<file path="src/rtl/mem_pkg.sv">
// Shared types and lane helpers for the word-only data memory path.
//   access_size_t : load/store access size encoding (matches SizeM)
//   dmem_state_t  : controller sequencing states
//   lane_merge    : insert a byte/half/word into a memory word
//   lane_extract  : pull a byte/half/word out of a memory word and extend it
package mem_pkg;

  localparam int unsigned ADDR_W = 32;
  localparam int unsigned MEM_AW = 21;
  // Address bits at or above this index must be zero for an in-range access.
  localparam int unsigned RANGE_LSB = MEM_AW + 2;

  typedef enum logic [1:0] {
    SZ_BYTE = 2'b00,
    SZ_HALF = 2'b01,
    SZ_WORD = 2'b10,
    SZ_RSVD = 2'b11
  } access_size_t;

  typedef enum logic {
    IDLE   = 1'b0,
    RMW_WR = 1'b1
  } dmem_state_t;

  // Replace the addressed lane of word with the right-justified store data.
  function automatic logic [ADDR_W-1:0] lane_merge(
    input logic [ADDR_W-1:0] word,
    input logic [ADDR_W-1:0] data,
    input access_size_t      size,
    input logic [1:0]        offset
  );
    logic [ADDR_W-1:0] r;
    r = word;
    case (size)
      SZ_BYTE: r[{offset, 3'b000} +: 8] = data[7:0];
      SZ_HALF: begin
        if (offset[1]) r[31:16] = data[15:0];
        else           r[15:0]  = data[15:0];
      end
      SZ_WORD: r = data;
      default: r = word;
    endcase
    return r;
  endfunction

  // Select the addressed lane (little-endian) and sign- or zero-extend it.
  function automatic logic [ADDR_W-1:0] lane_extract(
    input logic [ADDR_W-1:0] word,
    input access_size_t      size,
    input logic [1:0]        offset,
    input logic              sgn
  );
    logic [7:0]        b;
    logic [15:0]       h;
    logic [ADDR_W-1:0] r;
    b = word[{offset, 3'b000} +: 8];
    h = offset[1] ? word[31:16] : word[15:0];
    case (size)
      SZ_BYTE: r = sgn ? {{24{b[7]}}, b} : {24'h000000, b};
      SZ_HALF: r = sgn ? {{16{h[15]}}, h} : {16'h0000, h};
      SZ_WORD: r = word;
      default: r = '0;
    endcase
    return r;
  endfunction

endpackage

</file>
<file path="src/rtl/dmem_lane_unit.sv">
// Combinational lane datapath for the data-memory controller.
//   rd_word      : word currently read from memory
//   wr_data      : right-justified store data
//   size         : access size
//   offset       : byte offset within the word (address bits [1:0])
//   sgn          : sign-extend load result when set
//   load_data_c  : extracted and extended load value
//   merge_data_c : rd_word with the addressed lane replaced by wr_data
module dmem_lane_unit
  import mem_pkg::*;
(
  input  logic [ADDR_W-1:0] rd_word,
  input  logic [ADDR_W-1:0] wr_data,
  input  access_size_t      size,
  input  logic [1:0]        offset,
  input  logic              sgn,
  output logic [ADDR_W-1:0] load_data_c,
  output logic [ADDR_W-1:0] merge_data_c
);

  always_comb begin
    load_data_c  = lane_extract(rd_word, size, offset, sgn);
    merge_data_c = lane_merge(rd_word, wr_data, size, offset);
  end

endmodule

</file>
<file path="src/rtl/dmem_access_ctrl.sv">
// Memory-stage initiator for the word-only data memory. Loads are served
// combinationally from the asynchronous read port; word stores write in the
// same cycle; byte/half stores run a read-modify-write over two cycles with a
// single stall cycle. Misaligned, out-of-range, reserved-size and conflicting
// requests are dropped and reported with a one-cycle FaultM pulse.
//   clk, reset      : clock, synchronous active-low reset
//   MemReadM/WriteM : load / store request
//   SizeM, SignedM  : access size and load extension mode
//   AddrM           : byte address
//   WriteDataM      : right-justified store data
//   ReadDataM       : extended load result (0 when no legal load)
//   StallM          : pipeline hold during the RMW read cycle
//   FaultM          : registered illegal-access pulse
//   Dmem*           : word-aligned memory interface
module dmem_access_ctrl
  import mem_pkg::*;
(
  input  logic              clk,
  input  logic              reset,
  input  logic              MemReadM,
  input  logic              MemWriteM,
  input  logic [1:0]        SizeM,
  input  logic              SignedM,
  input  logic [ADDR_W-1:0] AddrM,
  input  logic [ADDR_W-1:0] WriteDataM,
  output logic [ADDR_W-1:0] ReadDataM,
  output logic              StallM,
  output logic              FaultM,
  output logic [ADDR_W-1:0] DmemAddr,
  output logic [ADDR_W-1:0] DmemWriteData,
  output logic              DmemMemWrite,
  input  logic [ADDR_W-1:0] DmemReadData
);

  dmem_state_t       state;
  dmem_state_t       state_nxt;
  logic [ADDR_W-1:0] rmw_addr;
  logic [ADDR_W-1:0] rmw_data;

  access_size_t      size;
  logic [ADDR_W-1:0] word_addr;
  logic              aligned;
  logic              in_range;
  logic              legal;
  logic              illegal;
  logic              rmw_start;
  logic [ADDR_W-1:0] load_data;
  logic [ADDR_W-1:0] merge_data;

  assign size      = access_size_t'(SizeM);
  assign word_addr = {AddrM[ADDR_W-1:2], 2'b00};

  // Legality of the request presented in M.
  always_comb begin
    case (size)
      SZ_HALF: aligned = ~AddrM[0];
      SZ_WORD: aligned = (AddrM[1:0] == 2'b00);
      default: aligned = 1'b1;
    endcase
    in_range = (AddrM[ADDR_W-1:RANGE_LSB] == '0);
    legal    = (size != SZ_RSVD) && aligned && in_range;
    // A simultaneous read and write request is never serviced.
    illegal  = (MemReadM || MemWriteM) && (!legal || (MemReadM && MemWriteM));
  end

  dmem_lane_unit u_lane (
    .rd_word      (DmemReadData),
    .wr_data      (WriteDataM),
    .size         (size),
    .offset       (AddrM[1:0]),
    .sgn          (SignedM),
    .load_data_c  (load_data),
    .merge_data_c (merge_data)
  );

  // Next state and memory-side drive.
  always_comb begin
    state_nxt     = state;
    rmw_start     = 1'b0;
    DmemAddr      = word_addr;
    DmemWriteData = WriteDataM;
    DmemMemWrite  = 1'b0;
    StallM        = 1'b0;
    ReadDataM     = '0;
    case (state)
      IDLE: begin
        if (!illegal) begin
          if (MemReadM) begin
            ReadDataM = load_data;
          end else if (MemWriteM) begin
            if (size == SZ_WORD) begin
              DmemMemWrite = 1'b1;
            end else begin
              StallM    = 1'b1;
              rmw_start = 1'b1;
              state_nxt = RMW_WR;
            end
          end
        end
      end
      RMW_WR: begin
        // The stalled store is still presented in M; its inputs are ignored.
        DmemAddr      = rmw_addr;
        DmemWriteData = rmw_data;
        DmemMemWrite  = 1'b1;
        state_nxt     = IDLE;
      end
      default: state_nxt = IDLE;
    endcase
    // Reset suppresses any stall or write, including a pending RMW write.
    if (!reset) begin
      DmemMemWrite = 1'b0;
      StallM       = 1'b0;
    end
  end

  // State, RMW holding registers and the fault pulse.
  always_ff @(posedge clk) begin
    if (!reset) begin
      state    <= IDLE;
      rmw_addr <= '0;
      rmw_data <= '0;
      FaultM   <= 1'b0;
    end else begin
      state  <= state_nxt;
      FaultM <= (state == IDLE) && illegal;
      if (rmw_start) begin
        rmw_addr <= word_addr;
        rmw_data <= merge_data;
      end
    end
  end

endmodule

</file>
<file path="config.mk">
export PLATFORM = sky130hd
export DESIGN_NAME = dmem_access_ctrl
export DESIGN_NICKNAME = d
export VERILOG_FILES = /design/src/rtl/mem_pkg.sv /design/src/rtl/dmem_lane_unit.sv /design/src/rtl/dmem_access_ctrl.sv
export SDC_FILE = /design/constraint.sdc
export NUM_CORES = 1
export LEC_CHECK = 0
export ABC_AREA = 1
export BUFFER_PORTS_ARGS = -buffer_cell sky130_fd_sc_hd__buf_4
export CAP_MARGIN = 0
export CORE_MARGIN = 4
export CORE_UTILIZATION = 51
export CTS_CLUSTER_SIZE = 20
export DETAILED_ROUTE_END_ITERATION = 8
export GPL_TIMING_DRIVEN = 0
export PLACE_DENSITY = 0.81
export REMOVE_ABC_BUFFERS = 1
export SYNTH_ARGS = -nofsm -noshare
export SYNTH_HDL_FRONTEND = slang
export SYNTH_HIERARCHICAL = 1
export SYNTH_SLANG_ARGS = --single-unit
export TNS_END_PERCENT = 20
</file>
<file path="constraint.sdc">
create_clock -name clk -period 8.2 [get_ports clk]
set_clock_uncertainty 0.1 [all_clocks]
set_input_delay 2.46 -clock clk [delete_from_list [all_inputs] [get_ports clk]]
set_output_delay 2.46 -clock clk [all_outputs]
set_load 0.02 [all_outputs]
</file>
# == Word-level counts from Yosys, hierarchy flattened ==
# Index checks and enable logic that the tools add are counted.
# totals
in_bits,103
reg_bits,64
elab_cells,51
# op_classes
n_bitwise,2
reduce_logical,11
add_sub_neg,1
n_shift,3
eq_ne,3
n_mux,27
# op_table
operator,n
$mux 32,7
$pmux 32 s3,2
$mux 16,3
$bwmux 32,1
$shift 8x7->32 const A,1
$shiftx 32x6->8,1
$shiftx 8x7->32,1
$mux 1,11
$logic_not 9->1,1
$neg 5->7,1
$pmux 1 s2,3
$logic_and 1x1->1,5
$logic_not 2->1,2
$eq 2x1->1 const B,1
$eq 2x2->1 const B,1
$logic_or 1x1->1,2
$ne 2x2->1 const B,1
$not 1->1,2
$logic_not 1->1,1

# == Longest topological paths before layout ==
# Gate-level depths: netlist of run 1.
# depth
word_depth,10
mapped_depth,11
ltp_nobuf,10

# == Hierarchy ==
# The synthesis of run 1 kept the hierarchy.
# by_module_without_submodules
module,n_inst,cells_per_inst,area_each_um2,seq_area_each_um2
dmem_access_ctrl,1,627,3606.0,1281.2
dmem_lane_unit,1,563,2491.1,0.0

# == Worst setup path after synthesis of run 1 ==
# Ideal clock, no wire load.
# synth_path
kind,input -> output
startpoint,in SizeM[0]
endpoint,out ReadDataM[14]
n_path_buf,2
arrival_ns,3.780
setup_slack_ns,1.860
cell_stages,9
required_ns,5.640
path_cell_list,ha_1 > or2_1 > nor2_2 > nand3_1 > nand2_1 > buf_4 > buf_4 > nand2_1 > nor2_1
# synth_via
elab_chain_len,9
# synth_rtl
element,line_no,source
from (decl),dmem_access_ctrl.sv:22,"input logic [1:0] SizeM,"
$eq 2x2->1 or $eq 2x1->1 (tied branches),"mem_pkg.sv:58, dmem_access_ctrl.sv:55",
$pmux 1 s2,dmem_access_ctrl.sv:55,case (size)
$logic_and 1x1->1 (2 in series),dmem_access_ctrl.sv:61,legal = (size != SZ_RSVD) && aligned && in_range;
$logic_not 1->1,dmem_access_ctrl.sv:63,illegal = (MemReadM || MemWriteM) && (!legal || (MemReadM && MemWriteM));
$logic_or 1x1->1,dmem_access_ctrl.sv:63,
$logic_and 1x1->1,dmem_access_ctrl.sv:63,
$mux 32 (*),dmem_access_ctrl.sv:87,if (!illegal) begin
$mux 32 (*),dmem_access_ctrl.sv:85,case (state)
to (decl),dmem_access_ctrl.sv:26,"output logic [ADDR_W-1:0] ReadDataM,"
# Every way passes the cells marked *; elsewhere a longest branch is shown, timed or not.

# == Worst setup path in the final report of run 1 ==
# layout_path
startpoint,in AddrM[1]
endpoint,out ReadDataM[4]
# layout_via
elab_chain_len,9
# layout_rtl
element,line_no,source
from (decl),dmem_access_ctrl.sv:24,"input logic [ADDR_W-1:0] AddrM,"
branches (longest 7 deep; another with $shiftx 32x6->8),-,
$mux 32 (*),dmem_access_ctrl.sv:87,
$mux 32 (*),dmem_access_ctrl.sv:85,
# Every way passes the cells marked *.

==> results.yml, run 1 <==
pwr:
  p_clk_share_pct: 39.8
  leakagePower_nw: 4.61
  p_comb_share_pct: 27.9
  seqPwrFrac_pct: 32.3
  p_per_area_mw_per_mm2: 124
  p_sw_share_pct: 32.9
  ir_worst_vdd_v: 0.000106
  power.net_switching_uw: 316
  p_total_uw: 963
  intPower_uw: 647
cts:
  clkLatencyLatePin_ps: 350
  cts_buffer_depth: 2
  hold_buffers: 0
  post_cts_buffers: 0
  root_buffer: "clkbuf_16"
  path_clk_slew_ps: 60
  numCtsBuffers: 9
  cts_resized: 0
  cts_tree: "yes"
  clkSinkCount: 64
  htreeDepth: 3
setup_path:
  path_max_fanout: 68
  cp-start-kind: "input port"
  rrSetupSlack_ps: 5360
  crit_path_end_kind: "output pin"
  criticalPathCategory: "in -> out"
  arrival_ps: 4840
  required_ps: 5640
route:
  drt-vias-per-instance: 5.20
  finalWirelength_um: 20700
  wl_per_cell_um: 14.0
  firstDrtPassIters: 7
  drc: 0
  drt_iter0_drc: 730
  vias: 7703
  final_antenna_net_count: 0
timing:
  hold_slack_ps: 355
  tightest_slew_ps: 937
  setup_viol: 0
  rsz0062_at_grt: "no"
  period_share_pct: 90.2
  clock.fmax_mhz: 135
  slew_viol_final: 0
  finalSetupTns_ps: 0
  fin_crit_ps: 7400
  hold_violations: 0
  slew_headroom_pct: 37.4
global_routing:
  grtUsageTotal_pct: 28.8
  antenna_found_initial: 0
  grt-ovfl-total: 0
  grt_pass1_vias: 6720
  grt_max_degree: 75
  grt_first_pass_wirelength_um: 33100
place:
  place.gp.congestion: 0.939
  hpwl_um: 14300
  io_buffers: 199
  place_area_sq_mm: 0.00748
synth:
  synth_cells: 1190
  netlist.area_leader.share_pct: 30.0
  synth_top_area_cell: "nand2_1"
  ys_types: 30
  synth.avg_cell_area_sq_um: 5.12
  synth_seq_cells: 64
  syn_area_sq_mm: 0.00610
  synth.area.top_cells: "nand2_1 (30%), dfxtp_1 (21%), nor2_1 (12%)"
  yosysWarnings: 6
  synth-seq-area-share_pct: 21.0
layout:
  area_growth_syn_to_layout_pct: 27.5
  multi_input_area_sq_mm: 0.00392
  final_nets: 1444
  fin_area_sq_mm: 0.00777
  fill_cells: 1146
  ff_latch_area_sq_mm: 0.00128
  n_antenna_cell: 0
  drive_gt1_share_pct: 17.6
  final_util_pct: 67.2
die:
  core_area_sq_mm: 0.0116
  start_util_pct: 52.7
  fp-row-count: 39
  die_height_um: 117
  die_width_um: 117
  die_area_sq_mm: 0.0138
  io-pin-count: 202
status:
  status: "complete, no violations"
run:
  maxCapViolCount: 0
worst_hold_path:
  hold_class: "reg -> reg"
[Yosys cell counts, drive strengths merged]
cell      n
or2       2
inv     140
clkbuf   30
o21ai    95
clkinv    2
nor2    194
nand2   490
nand4     8
ha        8
conb      1
a21oi    33
o211ai    5
dfxtp    64
nand3    66
nor3      1
buf      41
a22oi    10
[metal layers]
layer / wire (um) / global-route usage, % / up-vias
met5: 0 / 0 / -
met2: 9170 / 45.4 / 423
li1: - / - / 3903
met1: 8540 / 36.8 / 3316
met4: 682 / 13.2 / 0
met3: 2290 / 7.65 / 61
[cells in the final DEF, fill, tap and decap left out, types with 3 or more instances in the layout]
cell type	count
o21ai_0	95
clkbuf_16	9
ha_1	8
nand2_1	487
nor2_1	187
dfxtp_1	64
nand4_1	7
buf_4	199
nor2_4	4
inv_1	135
nand3_1	65
a22oi_1	10
clkinv_2	3
a21oi_1	33
inv_2	3
o211ai_1	5
[kinds of logic (layout without fill, tap and decap cells)]
| logic type | count (synthesis) | after routing | share of synthesized area, % |
|---|---|---|---|
| adder cells (fa/ha/maj) | 8 | 8 | 1.64 |
| flip-flops | 64 | 64 | 21.0 |
| other | 1 | 2 | 0.0615 |
| buffers and inverters | 213 | 360 | 14.9 |
| AO/OA/AOI/OAI | 143 | 143 | 12.4 |
| AND/OR/NAND/NOR | 761 | 761 | 50.1 |
[sequential cells by signal, indices dropped and copies added, names as in the netlist]
name      count
state         1
rmw_addr     30
rmw_data     32
FaultM        1
[critical path, stage by stage]
cell and delay [ps]:
buf_4 500, nor2_1 110, nand2_1 80, nand3_1 170, nand3_1 120, nand2_1 450, inv_1 590, nor2_1 140
buf_4 190
[cell type report]
class / count / area share (%)
multi-input combinational: 914 / 50.4
clock inverter: 6 / 0.773
clock buffer: 10 / 2.95
sequential: 64 / 16.5
inverter: 142 / 6.99
timing repair buffer: 202 / 20.1
tap: 143 / 2.30
[final timing paths]
check | startpoint | end | cells past startpoint
worst min register to register | rmw_addr[26]$_SDFFE_PN0P_ | rmw_addr[26]$_SDFFE_PN0P_ | 2
worst max register to register | state$_SDFF_PN0_ | rmw_data[17]$_SDFFE_PN0P_ | 9
worst min-delay path | rmw_addr[26]$_SDFFE_PN0P_ | rmw_addr[26]$_SDFFE_PN0P_ | 2
worst max-delay path | AddrM[1] | ReadDataM[4] | 9
[stage by stage]
stage / setup WS, ps / instances
final: 801 / 1481
after global routing: 640 / 1481
after CTS: 553 / 1481
after detailed placement: 557 / 1465
after global placement: 448 / 1462
after floorplan: 1100 / 1120
[power by group through the flow]
stage                     combinational [mW]  clock (mW)  sequential [mW]
after floorplan                        0.136           0            0.319
after global placement                 0.260           0            0.318
after detailed placement               0.262           0            0.318
after CTS                              0.263       0.390            0.311
after global routing                   0.295       0.403            0.311
final                                  0.268       0.383            0.311
Note: power is estimated with default switching activity, not from simulation.
==> inputs of run 2 (changes only) <==
--- a/config.mk
+++ b/config.mk
@@ -13,10 +13,9 @@
 export CTS_CLUSTER_SIZE = 20
 export DETAILED_ROUTE_END_ITERATION = 8
 export GPL_TIMING_DRIVEN = 0
-export PLACE_DENSITY = 0.81
+export PLACE_DENSITY = 0.82
 export REMOVE_ABC_BUFFERS = 1
 export SYNTH_ARGS = -nofsm -noshare
 export SYNTH_HDL_FRONTEND = slang
-export SYNTH_HIERARCHICAL = 1
 export SYNTH_SLANG_ARGS = --single-unit
 export TNS_END_PERCENT = 20
==> results.yml, run 2 <==
status:
  status: "complete, no violations"
route:
  firstDrtPassIters: 5
  finalWirelength_um: 19000
  vias: 6675
  wl_per_cell_um: 15.2
  final_antenna_net_count: 0
  drt_iter0_drc: 713
  drc: 0
  drt-vias-per-instance: 5.36
global_routing:
  use_met2_pct: 47.6
  antenna_found_initial: 0
  met3_usage_pct: 4.48
  grtUsageTotal_pct: 29.1
  grt-ovfl-total: 0
  grt-busiest-layer: "met2"
  grt_max_degree: 89
  grt_pass1_vias: 6032
  grtUsageMet1_pct: 38.9
  grt_first_pass_wirelength_um: 29900
die:
  die_height_um: 111
  fp-row-count: 37
  die_area_sq_mm: 0.0123
  die_width_um: 111
  start_util_pct: 52.2
  io-pin-count: 202
  core_area_sq_mm: 0.0103
synth:
  dominantRegCellSynth: "dfxtp_1"
  synth_seq_cells: 64
  synth.area.top_cells: "nand2_1 (26%), dfxtp_1 (24%), o21ai_0 (8.3%)"
  synth.most_common_cell: "nand2_1"
  yosysWarnings: 0
  synth_common_cells: "nand2_1 (371), inv_1 (93), o21ai_0 (89)"
  syn_area_sq_mm: 0.00539
  synth_cells: 952
  synth-seq-area-share_pct: 23.8
  synthArstFlopShare_pct: 0
  synth_top_area_cell: "nand2_1"
  synth_edf_count: 0
  ys_types: 34
  synth.avg_cell_area_sq_um: 5.66
  netlist.area_leader.share_pct: 25.8
layout:
  final_common_cell: "nand2_1"
  final_nets: 1219
  final_cell_mix: "nand2_1 (371), buf_4 (199), inv_1 (93)"
  instances_no_fill: 1246
  area_growth_syn_to_layout_pct: 28.4
  drive_gt1_share_pct: 24.1
  largestRegisters: "rmw_data: 32 flops, rmw_addr: 30 flops"
  fill_cells: 1020
  n_antenna_cell: 0
  fin_area_sq_mm: 0.00692
  largest_register: "rmw_data"
  largest_reg_flops: 32
timing:
  clock.fmax_mhz: 126
  hold_slack_ps: 331
  setup_viol: 0
  rsz0062_at_grt: "no"
  tightest_slew_ps: 990
  fin_crit_ps: 7920
  slew_headroom_pct: 33.9
  hold_violations: 0
  period_share_pct: 96.6
  slew_viol_final: 0
cts:
  post_cts_buffers: 0
  root_buffer: "clkbuf_8"
  htreeDepth: 3
  numCtsBuffers: 9
  path_clk_slew_ps: 80
  clkLatencyLatePin_ps: 340
  clkSinkCount: 64
  cts_tree: "yes"
  cts_buffer_depth: 2
pwr:
  p_total_uw: 824
  leakagePower_nw: 3.52
  p_per_area_mw_per_mm2: 119
  ir_worst_vdd_v: 0.0000755
setup_path:
  arrival_ps: 5360
  cpPeakStageDelay_ps: 790
  rrSetupSlack_ps: 5200
  crit_path_end_kind: "output pin"
  criticalPathCategory: "in -> out"
  crit_chain: "buf_4, inv_1, ha_1, nand2_1, a21oi_1, o21bai_2, nand2_2, a21oi_1, buf_4"
  path_max_fanout: 24
  crit_path_top_delay_cell: "ha_1"
  cp_num_buf_inv: 3
  cp_top_family: "simple AND/OR/NAND/NOR gates"
  cp-start-kind: "input port"
  required_ps: 5640
place:
  place_area_sq_mm: 0.00669
  io_buffers: 199
  place.gp.congestion: 0.940
  placed_cells: 1228
  hpwl_um: 12800
worst_hold_path:
  hold_class: "reg -> reg"
run:
  maxCapViolCount: 0
## run 2: cells by family after synthesis
kind of cell / after synthesis / synth area share (%)
AOI/OAI and AO/OA: 178 / 19.0
adders and majority gates: 10 / 2.32
buffers and inverters: 157 / 13.9
DFF: 64 / 23.8
other: 1 / 0.0696
and+or+nand+nor: 542 / 40.9
## run 2: stage by stage
step                utilization [%]  setup slack (ps)  TNS [ps]
floorplan                         -               851         0
global placement               64.6              -857      -857
detailed placement             64.8             -40.7     -40.7
CTS                            66.6               195         0
global route                   67.0               179         0
finish                         67.0               276         0
## run 2: path summary, 6_finish.rpt
kind | to | start | depth (start not counted)
min reg2reg | rmw_addr[28]$_SDFFE_PN0P_ | rmw_addr[28]$_SDFFE_PN0P_ | 2
min | rmw_addr[28]$_SDFFE_PN0P_ | rmw_addr[28]$_SDFFE_PN0P_ | 2
max reg2reg | rmw_data[20]$_SDFFE_PN0P_ | state$_SDFF_PN0_ | 5
max | ReadDataM[8] | SizeM[0] | 9
## run 2: cell type report
| cell class | count | area (sq um) | area share, % |
|---|---|---|---|
| clock buffers | 9 | 124 | 1.79 |
| clock inverters | 6 | 61.3 | 0.886 |
| inverters | 97 | 367 | 5.30 |
| multi-input cells | 734 | 3390 | 49.0 |
| flip-flops and latches | 64 | 1280 | 18.6 |
| well taps | 136 | 170 | 2.46 |
| repair buffers | 200 | 1520 | 22.0 |
## run 2: worst min-delay path: cells and delay by family (launching register included)
| kind | cells | cell delay, ps |
|---|---|---|
| DFF | 1 | 310 |
| and+or+nand+nor | 1 | 40 |
| buffers and inverters | 1 | 40 |
## run 2: where the power goes
part | switching, mW | internal (mW)
clock network | 0.138 | 0.138
registers | 0.0000924 | 0.310
logic | 0.145 | 0.0921
## run 2: timing repair
item	CTS	global route
gates resized for setup	0	0
cloned	1	1
endpoints found under the setup margin	1	1
hold buffers	0	0
pin swaps	1	0
## run 2: per-layer routing
metal  vias to the layer above  routed length [um]
li1                       3311                   -
met1                      2922                7780
met2                       400                8610
met3                        42                2080
met4                         0                 513
met5                         -                   0
==> inputs of run 3 (changes only) <==
--- a/config.mk
+++ b/config.mk
@@ -14,6 +14,7 @@
 export DETAILED_ROUTE_END_ITERATION = 8
 export GPL_TIMING_DRIVEN = 0
 export PLACE_DENSITY = 0.82
+export RECOVER_POWER = 50
 export REMOVE_ABC_BUFFERS = 1
 export SYNTH_ARGS = -nofsm -noshare
 export SYNTH_HDL_FRONTEND = slang
==> results.yml, run 3 (synthesis gave the netlist of run 2 again) <==
layout:
  area_growth_syn_to_layout_pct: 26.6
  largest_reg_flops: 32
  drive_gt1_share_pct: 21.8
  final_common_cell: "nand2_1"
  final_nets: 1219
  n_antenna_cell: 0
  largest_register: "rmw_data"
  largestRegisters: "rmw_data: 32 flops, rmw_addr: 30 flops"
  final_cell_mix: "nand2_1 (372), buf_4 (182), o21ai_0 (98)"
timing:
  hold_violations: 0
  finalSetupTns_ps: 0
  fin_crit_ps: 7970
  period_share_pct: 97.3
  hold_slack_ps: 331
  rsz0062_at_grt: "no"
  clock.fmax_mhz: 125
  setup_viol: 0
  slew_viol_final: 29
  tightest_slew_ps: 1570
  finalWorstSetupSlack_ps: 225
  slew_headroom_pct: -4.84
global_routing:
  grt_pass1_vias: 6032
  grt-ovfl-total: 0
  antenna_found_initial: 0
  grtUsageTotal_pct: 29.1
  grt_first_pass_wirelength_um: 29900
  grt_max_degree: 89
die:
  start_util_pct: 52.2
  core_area_sq_mm: 0.0103
  io-pin-count: 202
  die_area_sq_mm: 0.0123
  fp-row-count: 37
  die_height_um: 111
  die_width_um: 111
place:
  hpwl_um: 12800
  place.gp.congestion: 0.940
  io_buffers: 199
  dp_slack_ps: -40.7
cts:
  cts_buffer_depth: 2
  path_clk_slew_ps: 80
  hold_buffers: 0
  clkSinkCount: 64
  cts_resized: 0
  root_buffer: "clkbuf_8"
  cts_tree: "yes"
  htreeDepth: 3
  numCtsBuffers: 9
  clkLatencyLatePin_ps: 350
setup_path:
  crit_chain: "clkbuf_1, inv_1, ha_1, nand2_1, a21oi_1, o21bai_2, nand2_2, a21oi_1, buf_4"
  criticalPathCategory: "in -> out"
  rrSetupSlack_ps: 4870
  crit_path_top_delay_cell: "ha_1"
  required_ps: 5640
  cp_num_buf_inv: 3
  r2r-end: "rmw_data[2]$_SDFFE_PN0P_"
  cp_top_family: "simple AND/OR/NAND/NOR gates"
  reg2regPathDepth: 5
  cp-start-kind: "input port"
  critPathCapture: "ReadDataM[8]"
  arrival_ps: 5410
  crit_path_end_kind: "output pin"
  reg2reg_from: "state$_SDFF_PN0_"
  path_max_fanout: 24
  critical_path_depth: 9
  cpPeakStageDelay_ps: 780
  cp_common_cell: "a21oi_1"
  critPathLaunch: "SizeM[1]"
route:
  drc: 0
  final_antenna_net_count: 0
  dr.max_layer_used: "met4"
  vias: 6676
  firstDrtPassIters: 5
  drt_iter0_drc: 767
  drt-vias-per-instance: 5.36
  wl_per_cell_um: 15.2
  finalWirelength_um: 19000
  wirelength_met1_um: 7770
  routed-wl-met2_um: 8660
  wl_met3_um: 2040
pwr:
  ir_worst_vdd_v: 0.0000753
  leakagePower_nw: 3.45
  p_per_area_mw_per_mm2: 120
  p_total_uw: 821
run:
  maxCapViolCount: 1
worst_hold_path:
  min_path_cells: 2
  hold_class: "reg -> reg"
status:
  violations: "max-capacitance violations, max-slew violations"
  status: "finished, violations left"
run 3: worst min path at each step:
stage / start / end
2_1_floorplan: rmw_addr[25]$_SDFFE_PN0P_ / rmw_addr[25]$_SDFFE_PN0P_
3_3_place_gp: rmw_addr[27]$_SDFFE_PN0P_ / rmw_addr[27]$_SDFFE_PN0P_
3_5_place_dp: rmw_addr[28]$_SDFFE_PN0P_ / rmw_addr[28]$_SDFFE_PN0P_
4_1_cts: rmw_addr[28]$_SDFFE_PN0P_ / rmw_addr[28]$_SDFFE_PN0P_
5_1_grt: rmw_addr[28]$_SDFFE_PN0P_ / rmw_addr[28]$_SDFFE_PN0P_
6_report: rmw_addr[27]$_SDFFE_PN0P_ / rmw_addr[27]$_SDFFE_PN0P_
run 3: timing repair:
action                     CTS  global route
cloned                       1             1
setup endpoints to repair    1             1
setup buffers                0             0
pin swaps                    1             0
run 3: cell type report:
cell class	instances	area (sq um)
timing repair buffer	200	1460
sequential	64	1280
multi-input combinational	734	3360
inverter	97	367
clock buffer	9	124
clock inverter	6	61.3
tap	136	170
fill	1042	3500
run 3: routing by layer:
layer  vias to the layer above  GRT usage [%]
li1                       3313              -
met1                      2933           38.9
met2                       388           47.6
met3                        42           4.48
met4                         0           10.4
met5                         -              0
run 3: where the power goes:
group / switching [mW] / leakage [nW] / internal (mW)
Combinational: 0.144 / 2.84 / 0.0882
Sequential: 0.0000885 / 0.516 / 0.310
Clock: 0.140 / 0.0948 / 0.138
Total: 0.284 / 3.45 / 0.536
run 3: stage by stage:
| step | cells | area (sq um) | util (%) |
|---|---|---|---|
| 3_5_place_dp | 1228 | 6690 | 64.8 |
| 5_1_grt | 1246 | 6830 | 66.1 |
| 4_1_cts | 1244 | 6880 | 66.6 |
| 6_report | 1246 | 6830 | 66.1 |
| 3_3_place_gp | 1228 | 6670 | 64.6 |
| 2_1_floorplan | 893 | 5010 | - |
run 3: worst min-delay path, stage by stage (launching register included):
cell and delay, ps:
dfxtp_1 320, inv_1 50, nor2_1 30
